File: config.mk
export PLATFORM = sky130hd
export DESIGN_NAME = reaction_timer_ctrl
export DESIGN_NICKNAME = d
export VERILOG_FILES = /design/src/rtl/rt_pkg.sv /design/src/rtl/lfsr16.sv /design/src/rtl/reaction_timer_ctrl.sv
export SDC_FILE = /design/constraint.sdc
export NUM_CORES = 1
export LEC_CHECK = 0
export BUFFER_PORTS_ARGS = -buffer_cell sky130_fd_sc_hd__buf_2
export CAP_MARGIN = 20
export CORE_UTILIZATION = 47
export CTS_CLUSTER_DIAMETER = 100
export DETAILED_ROUTE_END_ITERATION = 10
export PLACE_DENSITY = 0.73
export SLEW_MARGIN = 10
export SYNTH_ARGS = -nofsm -noshare
export SYNTH_HDL_FRONTEND = slang
export SYNTH_SLANG_ARGS = --single-unit
File: constraint.sdc
create_clock -name clk -period 4.2 [get_ports clk]
set_input_delay 0.84 -clock clk [delete_from_list [all_inputs] [get_ports clk]]
set_output_delay 0.84 -clock clk [all_outputs]
set_load 0.1 [all_outputs]
File: src/rtl/rt_pkg.sv
// Shared types and constants for the reaction-timer controller.
// No logic; no latency.
// No flow control.
package rt_pkg;

    typedef enum logic [2:0] {
        IDLE    = 3'd0,
        WAIT    = 3'd1,
        TIMING  = 3'd2,
        DONE    = 3'd3,
        CHEAT   = 3'd4,
        TIMEOUT = 3'd5
    } state_t;

    localparam logic [15:0] LFSR_SEED  = 16'hACE1;
    // x^16 + x^14 + x^13 + x^11 + 1 -> register bits 15, 13, 12, 10
    localparam logic [15:0] LFSR_TAPS  = 16'hB400;
    localparam logic [13:0] CHEAT_CODE = 14'd9999;

endpackage

File: src/rtl/lfsr16.sv
// Free-running 16-bit Fibonacci LFSR used as the random wait source.
// Output is the register value; advances every clock.
// No flow control; never stalls.
module lfsr16
    import rt_pkg::*;
(
    input  logic        clk,
    input  logic        reset,
    output logic [15:0] lfsr
);

    logic [15:0] lfsr_q;
    logic [15:0] lfsr_d;

    always_comb begin
        lfsr_d = {lfsr_q[14:0], ^(lfsr_q & LFSR_TAPS)};
        // The all-zero lock-up state is unreachable from a non-zero seed; guard anyway.
        if (lfsr_d == 16'd0) begin
            lfsr_d = LFSR_SEED;
        end
    end

    always_ff @(posedge clk) begin
        if (reset) begin
            lfsr_q <= LFSR_SEED;
        end else begin
            lfsr_q <= lfsr_d;
        end
    end

    assign lfsr = lfsr_q;

endmodule

File: src/rtl/reaction_timer_ctrl.sv
// Reaction-timer FSM: random wait, stimulus LED, ms reaction measurement.
// All outputs registered; an input pulse is reflected one cycle later.
// No flow control; pulses are consumed in the cycle they arrive.
module reaction_timer_ctrl
    import rt_pkg::*;
#(
    parameter int TICK_DIV     = 100_000,
    parameter int MIN_DELAY_MS = 2000,
    parameter int DELAY_BITS   = 12,
    parameter int TIMEOUT_MS   = 1000
) (
    input  logic        clk,
    input  logic        reset,
    input  logic        start,
    input  logic        stop,
    input  logic        clear,
    output logic        led,
    output logic [13:0] time_ms,
    output state_t      state
);

    localparam int PW = (TICK_DIV > 1) ? $clog2(TICK_DIV) : 1;

    if (MIN_DELAY_MS + (2 ** DELAY_BITS) - 1 >= 2 ** 16) begin : g_bad_delay
        $error("MIN_DELAY_MS + 2^DELAY_BITS - 1 does not fit the 16-bit delay counter");
    end
    if (TIMEOUT_MS > 9999) begin : g_bad_timeout
        $error("TIMEOUT_MS must not exceed 9999");
    end

    logic [15:0] lfsr_val;
    logic        unused_lfsr;

    lfsr16 u_lfsr (
        .clk   (clk),
        .reset (reset),
        .lfsr  (lfsr_val)
    );

    assign unused_lfsr = ^lfsr_val;

    state_t      state_q, state_d;
    logic        led_q, led_d;
    logic [13:0] time_q, time_d;
    logic [PW-1:0] presc_q, presc_d;
    logic [15:0] dly_cnt_q, dly_cnt_d;
    logic [15:0] dly_ms_q, dly_ms_d;
    logic        tick;
    logic [15:0] dly_pick;

    assign tick     = (presc_q == PW'(TICK_DIV - 1));
    assign dly_pick = 16'(MIN_DELAY_MS) + 16'(lfsr_val[DELAY_BITS-1:0]);

    always_comb begin
        state_d   = state_q;
        led_d     = led_q;
        time_d    = time_q;
        presc_d   = tick ? '0 : presc_q + 1'b1;
        dly_cnt_d = dly_cnt_q;
        dly_ms_d  = dly_ms_q;

        if (clear) begin
            state_d = IDLE;
            led_d   = 1'b0;
            time_d  = '0;
        end else begin
            case (state_q)
                IDLE: begin
                    led_d  = 1'b0;
                    time_d = '0;
                    if (start) begin
                        dly_ms_d  = dly_pick;
                        dly_cnt_d = '0;
                        presc_d   = '0;
                        state_d   = WAIT;
                    end
                end
                WAIT: begin
                    led_d = 1'b0;
                    if (stop) begin
                        state_d = CHEAT;
                        time_d  = CHEAT_CODE;
                    end else if (tick) begin
                        dly_cnt_d = dly_cnt_q + 16'd1;
                        if (dly_cnt_q == dly_ms_q - 16'd1) begin
                            state_d = TIMING;
                            led_d   = 1'b1;
                            time_d  = '0;
                            presc_d = '0;
                        end
                    end
                end
                TIMING: begin
                    led_d = 1'b1;
                    // stop beats a coincident tick so the shown time is what the player saw
                    if (stop) begin
                        state_d = DONE;
                        led_d   = 1'b0;
                    end else if (tick) begin
                        if (time_q == 14'(TIMEOUT_MS - 1)) begin
                            state_d = TIMEOUT;
                            led_d   = 1'b0;
                            time_d  = 14'(TIMEOUT_MS);
                        end else begin
                            time_d = time_q + 14'd1;
                        end
                    end
                end
                DONE, CHEAT, TIMEOUT: begin
                    led_d = 1'b0;
                end
                default: begin
                    state_d = IDLE;
                    led_d   = 1'b0;
                    time_d  = '0;
                end
            endcase
        end
    end

    always_ff @(posedge clk) begin
        if (reset) begin
            state_q   <= IDLE;
            led_q     <= 1'b0;
            time_q    <= '0;
            presc_q   <= '0;
            dly_cnt_q <= '0;
            dly_ms_q  <= '0;
        end else begin
            state_q   <= state_d;
            led_q     <= led_d;
            time_q    <= time_d;
            presc_q   <= presc_d;
            dly_cnt_q <= dly_cnt_d;
            dly_ms_q  <= dly_ms_d;
        end
    end

    assign led     = led_q;
    assign time_ms = time_q;
    assign state   = state_q;

endmodule

# ---- Word level (Yosys, flattened, before mapping)
# Index checks and enable logic that the tools add are counted.
dict set report totals {
  regBits 83
  inputBits 5
  elab_cells 75
}
dict set report op_classes {
  n_addsub 5
  n_eq_ne 17
  mux 33
  bitwise_logic 2
  reduce_logical 11
}
# operator count
set op_table {}
lappend op_table {{$mux 17} 6}
lappend op_table {{$mux 14} 6}
lappend op_table {{$mux 16} 3}
lappend op_table {{$pmux 14 s3} 1}
lappend op_table {{$pmux 17 s2} 1}
lappend op_table {{$pmux 16 s2} 1}
lappend op_table {{$mux 3} 7}
lappend op_table {{$add 17x1->17 const B} 1}
lappend op_table {{$eq 17x17->1 const B} 1}
lappend op_table {{$add 16x1->16 const B} 1}
lappend op_table {{$eq 16x16->1} 1}
lappend op_table {{$logic_not 16->1} 1}
lappend op_table {{$reduce_xor 16->1} 1}
lappend op_table {{$sub 16x1->16 const B} 1}
lappend op_table {{$add 14x1->14 const B} 1}
lappend op_table {{$eq 14x10->1 const B} 1}
lappend op_table {{$add 11x12->13 const A} 1}
lappend op_table {{$ne 3x3->1 const B} 4}
lappend op_table {{$pmux 3 s4} 1}
lappend op_table {{$ne 2x2->1 const B} 5}
lappend op_table {{$reduce_and 5->1} 2}
lappend op_table {{$eq 3x2->1 const B} 2}
lappend op_table {{$eq 3x3->1 const B} 2}
lappend op_table {{$mux 1} 6}
lappend op_table {{other kinds (9)} 11}

# ---- Logic depth before layout (Yosys ltp)
# Gate-level depths: netlist (run 1).
dict set report depth {
  word_depth 7
  depth_mapped 12
}

# ---- Cells and area by module
# From an unflattened synthesis (run 1), not the netlist that was laid out.
dict set report hier_totals {
  cells_unflattened 533
  area_unflattened_um2 4346.7
}
# module instances cells_per_inst area_per_inst_um2 seq_area_each_um2
set by_module_without_submodules {}
lappend by_module_without_submodules {reaction_timer_ctrl 1 492 3860.0 1281.2}
lappend by_module_without_submodules {lfsr16 1 41 486.7 320.3}

# ---- Worst setup path after synthesis (run 1)
# OpenSTA, ideal clock, no wires.
dict set report synth_path {
  kind {flip-flop to flip-flop}
  startpoint {register state_q[2], in the netlist state[2]}
  endpoint {register time_q[11], in the netlist time_ms[11]}
  setup_time_ns 0.071
  t_arrival_ns 2.947
  required_time_ns 4.129
  setup_slack_ns 1.182
  stages_incl_launch_ff 9
  path_buffers 0
  synth_period_minus_slack_ns 3.018
  cell_sequence {dfxtp_1 > nand3b_1 > o211ai_1 > a31oi_1 > o21ai_1 > nor4_4 > nor2_2 > or4_1 > a21oi_1}
}
dict set report synth_via {
  elab_chain_len 4
}
# element line_no
set synth_lines {}
lappend synth_lines {{start, declared} reaction_timer_ctrl.sv:42} ;# state_t state_q, state_d;
lappend synth_lines {{start signal, assigned} reaction_timer_ctrl.sv:130} ;# state_q <= state_d;
lappend synth_lines {{$eq 3x2->1 / $eq 3x3->1 (equally long branches)} reaction_timer_ctrl.sv:67} ;# case (state_q)
lappend synth_lines {{$reduce_or 3->1} reaction_timer_ctrl.sv:67}
lappend synth_lines {{$not 1->1 (no source line)} -}
lappend synth_lines {{$reduce_and 5->1 (no source line)} -}
lappend synth_lines {{end signal, assigned} reaction_timer_ctrl.sv:132} ;# time_q <= time_d;
lappend synth_lines {{end, declared} reaction_timer_ctrl.sv:44} ;# logic [13:0] time_q, time_d;
# Several ways; a longest one is shown, not always the timed one.
# A chain may end at the register's enable or synchronous reset.

# ---- Final worst setup path (run 1)
dict set report layout_path {
  startpoint {register dly_ms_q[2]}
  endpoint {register time_q[12], in the netlist time_ms[12]}
}
dict set report layout_via {
  elab_chain_len 4
}
# element line_no
set layout_lines {}
lappend layout_lines {{start, declared} reaction_timer_ctrl.sv:47} ;# logic [15:0] dly_ms_q, dly_ms_d;
lappend layout_lines {{start signal, assigned} reaction_timer_ctrl.sv:135} ;# dly_ms_q <= dly_ms_d;
lappend layout_lines {{$sub 16x1->16} reaction_timer_ctrl.sv:85} ;# if (dly_cnt_q == dly_ms_q - 16'd1) begin
lappend layout_lines {{$eq 16x16->1} reaction_timer_ctrl.sv:85}
lappend layout_lines {{$ne 3x3->1 (no source line)} -}
lappend layout_lines {{$reduce_and 5->1 (no source line)} -}
# Every way passes these cells.

==> results.yml, run 1 <==
detailed_routing:
  drtAntennaViolNets: 0
  totalWireLength_um: 9108
  drtIter0Drc: 168
  wl_per_cell_um: 14.32
  firstDrtPassIters: 4
  num_vias: 3713
  vias_per_cell: 5.838
  drc_errors: 0
clock_network:
  cts_tree: "yes"
  cts_sinks: 80
  holdBufCountCts: 0
  clockRootBuffer: "clkbuf_8"
  cts-htree-levels: 3
  ctsLongestPathBuffers: 2
  cts_setup_buffers: 0
  clk_latency_ns: 0.35
  cts_buffers: 9
  cts_resized: 0
  path_clk_slew_ns: 0.09
finish:
  instances_no_fill: 636
  drive_gt1_frac: 0.1023
  num_antenna_cells: 0
  syn2layout_area_growth_pct: 9.847
  post-route-util: 0.5291
  mostFrequentLayoutCell: "dfxtp_1"
  nets: 533
  most-common-layout-cells: "dfxtp_1, nor2_1, nand2_1"
logic_synthesis:
  ys.flop_type: "dfxtp_1"
  ys_seq_area_frac: 0.3831
  async_reset_ff_frac: 0
  synthTopCellsByArea: "dfxtp_1, nor2_1, xor2_1"
  syn_area_um2: 4180
  synth_top_area_share: 0.3831
  synth_seq_cells: 80
  syn_inst: 510
  ys_types: 63
  synth_top_area_cell: "dfxtp_1"
  yosysWarnings: 0
  synth_fp_nets: 520
  synth-edff-count: 0
  syn_avg_cell_area_um2: 8.197
timing:
  worst_pin_slew_ns: 0.7388
  fin_tns_setup_ns: 0
  slew_violations: 0
  period_share: 0.7599
  final_hold_viol_count: 0
  period_needed_ns: 3.192
  setup_viol: 0
  fmax_ghz: 0.3133
  rsz0062_at_grt: "no"
  skew_ns: 0.01542
  slew_headroom: 0.5010
  whs_ns: 0.4612
power:
  p_leak_nw: 1.691
  powerDensity_nw_per_um2: 379.5
  power.switching_uw: 476.4
  combPwrFrac: 0.141
  p_int_mw: 1.266
  swShare: 0.2734
  power_frac_seq: 0.468
  peakVddDrop_mv: 0.2379
  p_clk_frac: 0.391
floorplanning:
  die_y_um: 96.31
  die_width_um: 96.31
  die_area_um2: 9276
  coreArea_um2: 8678
  io_pins: 23
  start_util: 0.4817
  rows: 34
critical_path:
  crit_slowest_cell: "nor3_2"
  crit_fanout: 18
  start_kind: "flip-flop"
  cp_cell_sequence: "nor3_2, nand4b_1, mux2i_1, a211oi_1, nor4_4, nor2_2, nor2_1, a32o_1"
  max_stage_delay_ns: 0.65
  path_class: "reg -> reg"
  required_ns: 4.45
  arrival_ns: 3.44
  end_kind: "flip-flop"
placed_design:
  gp_congestion: 0.8837
  hpwl_um: 6560
  port_buffers: 22
  dp.cells: 620
run:
  cap_violations: 0
global_route:
  grt_pass1_wl_um: 14780
  antenna_found_initial: 0
  grtUsageTotal: 0.2043
  grt_overflow: 0
  grt_max_degree: 26
  first_global_vias: 3240
hold_path:
  hold_path_class: "reg -> reg"
outcome:
  status: "finished clean"
-- cell usage after synthesis (all sizes together), types with 6 or more instances --
cell,instances
nand2b,12
clkbuf,18
xor2,24
nor3,16
o21ai,20
inv,11
and3,11
nor4,10
a21oi,36
nand4,16
nor2b,9
dfxtp,80
or3,8
nor2,70
xnor2,18
a211oi,6
nand2,44
a31oi,6
nand3,23
-- per-stage QoR --
stage               area (um2)  worst slack, ns  power [mW]
CTS                       4592            1.046       1.753
finish                    4592            1.008       1.743
global route              4592           0.7376       1.809
floorplan                 4180            1.182       1.030
global placement          4349            1.084       1.069
detailed placement        4349           0.9790       1.076
-- routing by layer --
metal,GRT usage,share of wire,vias to the layer above
li1,-,-,1843
met1,0.2663,0.47,1782
met2,0.3363,0.48,77
met3,0.03160,0.039,11
met4,0.08333,0.014,0
met5,0,0,-
-- sequential cells by signal, indices dropped and copies added (netlist names) --
signal and cells:
dly_cnt_q 16, dly_ms_q 13, led 1, presc_q 17, state 3, time_ms 14
u_lfsr.lfsr 16
-- power by group through the flow --
stage	clock network [mW]	logic, mW	registers (mW)
after detailed placement	0	0.242	0.833
final	0.681	0.245	0.816
after global routing	0.720	0.269	0.821
after global placement	0	0.237	0.832
after CTS	0.694	0.244	0.816
after floorplan	0	0.180	0.850
-- logic make-up (layout without fill, tap and decap cells) --
family                   after synthesis  in the layout  share of synthesized area
XOR/XNOR                              42             42                    0.08800
adder cells (fa/ha/maj)                5              5                    0.01497
flip-flops                            80             80                     0.3831
buffers and inverters                 32             50                    0.02993
AND/OR/NAND/NOR                      245            245                     0.3113
multiplexers                           4              4                   0.009578
AO/OA/AOI/OAI                        102            102                     0.1631
-- path summary, 6_finish.rpt --
kind | cells past startpoint | to | slack, ns | start
setup / recovery | 8 | time_ms[12] | 1.01 | dly_ms_q[2]
hold / removal | 1 | u_lfsr.lfsr[15] | 0.46 | u_lfsr.lfsr[14]
setup reg to reg | 8 | time_ms[12] | 1.01 | dly_ms_q[2]
hold reg to reg | 1 | u_lfsr.lfsr[15] | 0.46 | u_lfsr.lfsr[14]
-- final cells by class --
type | count | area, um2
repair buffers | 23 | 117.6
clock inverters | 6 | 115.1
well taps | 108 | 135.1
clock buffers | 10 | 127.6
flip-flops and latches | 80 | 1602
fillers | 834 | 4086
inverters | 11 | 41.29
multi-input cells | 398 | 2454
-- worst max-delay path: cells and delay by family, from the launching register on --
family             cells  cell delay (ns)
AOI/OAI and AO/OA      2             0.76
muxes                  1             0.19
DFF                    1             0.38
and+or+nand+nor        5             1.78
Note: power is estimated with default switching activity, not from simulation.
==> run 2, diff against run 1 <==
==> constraint.sdc (replaced) <==
create_clock -name clk -period 3.32 [get_ports clk]
set_input_delay 0.664 -clock clk [delete_from_list [all_inputs] [get_ports clk]]
set_output_delay 0.664 -clock clk [all_outputs]
set_load 0.1 [all_outputs]
==> run 2 against run 1 <==
- total power is 20% higher
- setup slack worse by 0.73 ns
- count of clock-buffer cells in the layout unchanged
- combinational power up 33%
- sequential power rose by 26%
- routed wire length increased by 3.5%
- critical path type unchanged
- critical endpoint is now time_ms[13]
==> results.yml, run 2 (same netlist as run 1, synthesis figures left out) <==
clock_network:
  clockRootBuffer: "clkbuf_8"
  clk_latency_ns: 0.37
  ctsLongestPathBuffers: 2
  cts_sinks: 80
  cts-htree-levels: 3
  holdBufCountCts: 0
  cts_resized: 0
  cts_buffers: 9
  path_clk_slew_ns: 0.09
  cts_tree: "yes"
  cts_setup_buffers: 0
global_route:
  first_global_vias: 3360
  grt_overflow: 0
  antenna_found_initial: 0
  grt_pass1_wl_um: 15420
  grtUsageTotal: 0.2141
  grt_max_degree: 26
detailed_routing:
  wl_per_cell_um: 14.72
  drc_errors: 0
  num_vias: 3745
  totalWireLength_um: 9423
  drtAntennaViolNets: 0
  drtIter0Drc: 233
  vias_per_cell: 5.852
  firstDrtPassIters: 4
finish:
  drive_gt1_frac: 0.1128
  multi_input_comb_area_um2: 2460
  largest_reg_flops: 17
  top_register: "presc_q"
  nets: 537
  n_fill_cell: 875
  instances_no_fill: 640
  most-common-layout-cells: "dfxtp_1, nor2_1, nand2_1"
  num_antenna_cells: 0
  mostFrequentLayoutCell: "dfxtp_1"
  regArea_um2: 1602
  syn2layout_area_growth_pct: 9.817
timing:
  slew_headroom: 0.4896
  slew_violations: 0
  worst_pin_slew_ns: 0.7557
  setup_viol: 0
  skew_ns: 0.01714
  final_hold_viol_count: 0
  period_needed_ns: 3.046
  fin_tns_setup_ns: 0
  fmax_ghz: 0.3284
  period_share: 0.9173
  rsz0062_at_grt: "no"
critical_path:
  reg2regPathDepth: 10
  r2r_end: "time_ms[13]"
  end_kind: "flip-flop"
  required_ns: 3.55
  start_kind: "flip-flop"
  rrSetupSlack_ns: 0.27
  crit_fanout: 8
  reg2reg_from: "dly_ms_q[0]"
  path_class: "reg -> reg"
  arrival_ns: 3.28
placed_design:
  gp_congestion: 0.9108
  hpwl_um: 6784
  dp.cells: 624
  port_buffers: 22
run:
  cap_violations: 0
floorplanning:
  die_width_um: 96.31
  die_area_um2: 9276
  start_util: 0.4817
  rows: 34
  die_y_um: 96.31
  coreArea_um2: 8678
  io_pins: 23
hold_path:
  hp-start: "u_lfsr.lfsr[14]"
  whs_path_depth: 1
  min_to: "u_lfsr.lfsr[15]"
  hold_path_class: "reg -> reg"
outcome:
  status: "finished clean"
power:
  p_leak_nw: 1.691
  powerDensity_nw_per_um2: 456.8
  peakVddDrop_mv: 0.4421
[run 2: area by class of cell]
cell class                      count  area share
Multi-Input combinational cell    398      0.5358
Sequential cell                    80      0.3489
Timing Repair Buffer               27     0.03216
Clock buffer                       10     0.02998
Tap cell                          108     0.02944
Clock inverter                      6     0.01472
Inverter                           11    0.008994
[run 2: worst max path at each step]
stage               slack [ns]        start           to
floorplan                 0.30     state[2]  time_ms[11]
finish                    0.27  dly_ms_q[0]  time_ms[13]
detailed placement        0.02  dly_ms_q[0]  time_ms[13]
global placement          0.28  dly_ms_q[0]  time_ms[13]
global route              0.02  dly_ms_q[0]  time_ms[13]
CTS                      0.007  dly_ms_q[0]  time_ms[13]
[run 2: layer usage]
| metal | GRT usage | vias to the layer above | part of all wire |
|---|---|---|---|
| li1 | - | 1848 | - |
| met1 | 0.2792 | 1797 | 0.47 |
| met2 | 0.3493 | 86 | 0.48 |
| met3 | 0.03633 | 14 | 0.037 |
| met4 | 0.08824 | 0 | 0.018 |
| met5 | 0 | - | 0 |
[run 2: critical path, stage by stage, from the launching register on]
cell and delay (ns):
dfxtp_1 0.39, inv_1 0.09, ha_1 0.21, and2b_1 0.28, nand4_4 0.13, a2111oi_4 0.38, o2111ai_2 0.22, nor4_2 0.54
mux2i_1 0.25, nor2_1 0.05, a2111oi_0 0.39
[run 2: per-stage QoR]
stage | util | hold WS [ns] | instance area (um2) | worst slack, ns | power [mW]
after floorplan | - | 0.4128 | 4180 | 0.3023 | 1.303
after global placement | 0.5046 | 0.4341 | 4379 | 0.2834 | 1.367
after detailed placement | 0.5046 | 0.4304 | 4379 | 0.02121 | 1.375
after CTS | 0.5283 | 0.4560 | 4584 | 0.006742 | 2.106
after global routing | 0.5290 | 0.4963 | 4591 | 0.01542 | 2.188
final | 0.5290 | 0.4526 | 4591 | 0.2745 | 2.097
[run 2: power by group]
part           leakage [nW]  switching, mW  internal [mW]
clock network        0.0989          0.369          0.370
logic                 0.941          0.209          0.117
registers             0.651         0.0413          0.991
==> run 3, diff against run 2 <==
--- a/config.mk
+++ b/config.mk
@@ -10,7 +10,7 @@
 export CORE_UTILIZATION = 47
 export CTS_CLUSTER_DIAMETER = 100
 export DETAILED_ROUTE_END_ITERATION = 10
-export PLACE_DENSITY = 0.73
+export REMOVE_ABC_BUFFERS = 1
 export SLEW_MARGIN = 10
 export SYNTH_ARGS = -nofsm -noshare
 export SYNTH_HDL_FRONTEND = slang
==> run 3 against run 2 <==
- routed wire length about the same
- first-iteration DRC count is 39% lower
- via count fell by 2.8%
- sequential power about the same
- non-clock buffer count increased by 4
- critical path type unchanged
- largest power group unchanged
==> results.yml, run 3 (same netlist as run 1, synthesis figures left out) <==
power:
  p_leak_nw: 1.713
  p_int_mw: 1.538
  power.switching_uw: 629.7
  peakVddDrop_mv: 0.1810
  powerDensity_nw_per_um2: 467.7
  power.total_mw: 2.168
  swShare: 0.2904
  combPwrFrac: 0.153
  p_clk_frac: 0.371
  power_frac_seq: 0.475
timing:
  final_hold_viol_count: 0
  slew_violations: 0
  fin_tns_setup_ns: 0
  skew_ns: 0.005454
  fmax_ghz: 0.3250
  slew_headroom: 0.4738
  rsz0062_at_grt: "yes"
  worst_pin_slew_ns: 0.7791
  period_needed_ns: 3.077
  period_share: 0.9269
  timing.final.ws_setup_ns: 0.2426
  setup_viol: 0
finish:
  most-common-layout-cells: "dfxtp_1, nor2_1, nand2_1"
  largest_reg_flops: 17
  multi_input_comb_area_um2: 2460
  mostFrequentLayoutCell: "dfxtp_1"
  postLayoutCellArea_um2: 4636
  instances_no_fill: 644
  top_register: "presc_q"
  n_fill_cell: 865
  nets: 541
  num_antenna_cells: 0
  regArea_um2: 1602
  drive_gt1_frac: 0.1175
  syn2layout_area_growth_pct: 10.90
clock_network:
  cts_sinks: 80
  ctsLongestPathBuffers: 2
  cts_buffers: 9
  clockRootBuffer: "clkbuf_8"
  holdBufCountCts: 0
  cts-htree-levels: 3
  cts_tree: "yes"
  clk_latency_ns: 0.35
  path_clk_slew_ns: 0.08
floorplanning:
  io_pins: 23
  coreArea_um2: 8678
  die_width_um: 96.31
  die_y_um: 96.31
  die_area_um2: 9276
  start_util: 0.4817
  rows: 34
critical_path:
  start_kind: "flip-flop"
  reg2regPathDepth: 10
  arrival_ns: 3.36
  reg2reg_from: "dly_ms_q[0]"
  required_ns: 3.61
  crit_fanout: 12
  end_kind: "flip-flop"
  cp-startpoint: "dly_ms_q[0]"
  path_class: "reg -> reg"
detailed_routing:
  drc_errors: 0
  firstDrtPassIters: 4
  drtIter0Drc: 142
  vias_per_cell: 5.654
  wl_per_cell_um: 14.62
  num_vias: 3641
  totalWireLength_um: 9416
  drtAntennaViolNets: 0
hold_path:
  whs_path_depth: 1
  hold_path_class: "reg -> reg"
  hp-start: "u_lfsr.lfsr[14]"
placed_design:
  dp.cells: 628
  gp_congestion: 0.8088
  port_buffers: 22
  pre_cts_ws_ns: 0.07786
  hpwl_um: 6685
  post_dp_cell_area_um2: 4409
global_route:
  grt_overflow: 0
  grt_max_degree: 26
  grtUsageTotal: 0.2200
  grt_pass1_wl_um: 15800
  antenna_found_initial: 0
  first_global_vias: 3247
run:
  cap_violations: 0
outcome:
  status: "finished clean"
run 3: cell count changes in the layout (fill, tap and decap cells not counted), sizes merged:
cell    previous run  this run
buf               27        31
bufinv             1         2
clkinv             2         1
run 3: metrics by stage:
step / utilization / hold WS [ns]
floorplan: - / 0.4128
global route: 0.5342 / 0.5022
CTS: 0.5334 / 0.4622
global placement: 0.5081 / 0.4367
detailed placement: 0.5081 / 0.4373
finish: 0.5342 / 0.4574
run 3: repair_timing:
action | in CTS | in global routing
endpoints found under the setup margin | 0 | 1
buffers inserted | 0 | 0
resized for setup | 0 | 1
run 3: area by class of cell:
| type | count | share of cell area |
|---|---|---|
| multi-input combinational | 398 | 0.5306 |
| sequential | 80 | 0.3455 |
| timing repair buffer | 31 | 0.03833 |
| tap | 108 | 0.02915 |
| clock buffer | 10 | 0.02753 |
| clock inverter | 6 | 0.01997 |
| inverter | 11 | 0.008907 |
run 3: worst paths after layout:
| kind | endpoint | slack, ns |
|---|---|---|
| max | time_ms[11] | 0.24 |
| min | u_lfsr.lfsr[15] | 0.46 |
| max reg2reg | time_ms[11] | 0.24 |
| min reg2reg | u_lfsr.lfsr[15] | 0.46 |
run 3: layer usage:
layer  vias to the layer above  global-route usage  share of wire
met2                        56              0.3357           0.44
met5                         -                   0              0
li1                       1864                   -              -
met1                      1711              0.3112           0.51
met4                         0             0.06127          0.010
met3                        10             0.04739          0.037
run 3: power groups by stage:
| stage | combinational [mW] | clock [mW] | sequential [mW] |
|---|---|---|---|
| floorplan | 0.212 | 0 | 1.08 |
| global placement | 0.323 | 0 | 1.05 |
| detailed placement | 0.326 | 0 | 1.05 |
| CTS | 0.329 | 0.824 | 1.03 |
| global route | 0.366 | 0.867 | 1.04 |
| finish | 0.332 | 0.805 | 1.03 |
run 3: worst max-delay path, cell delays in order, from the launching register on:
cell and delay (ns):
dfxtp_1 0.39, inv_1 0.08, ha_1 0.22, and2b_1 0.30, nand4_4 0.14, a2111oi_4 0.37, o2111ai_2 0.22, nor4_4 0.42
nor2_2 0.19, or4_1 0.53, a21oi_1 0.14
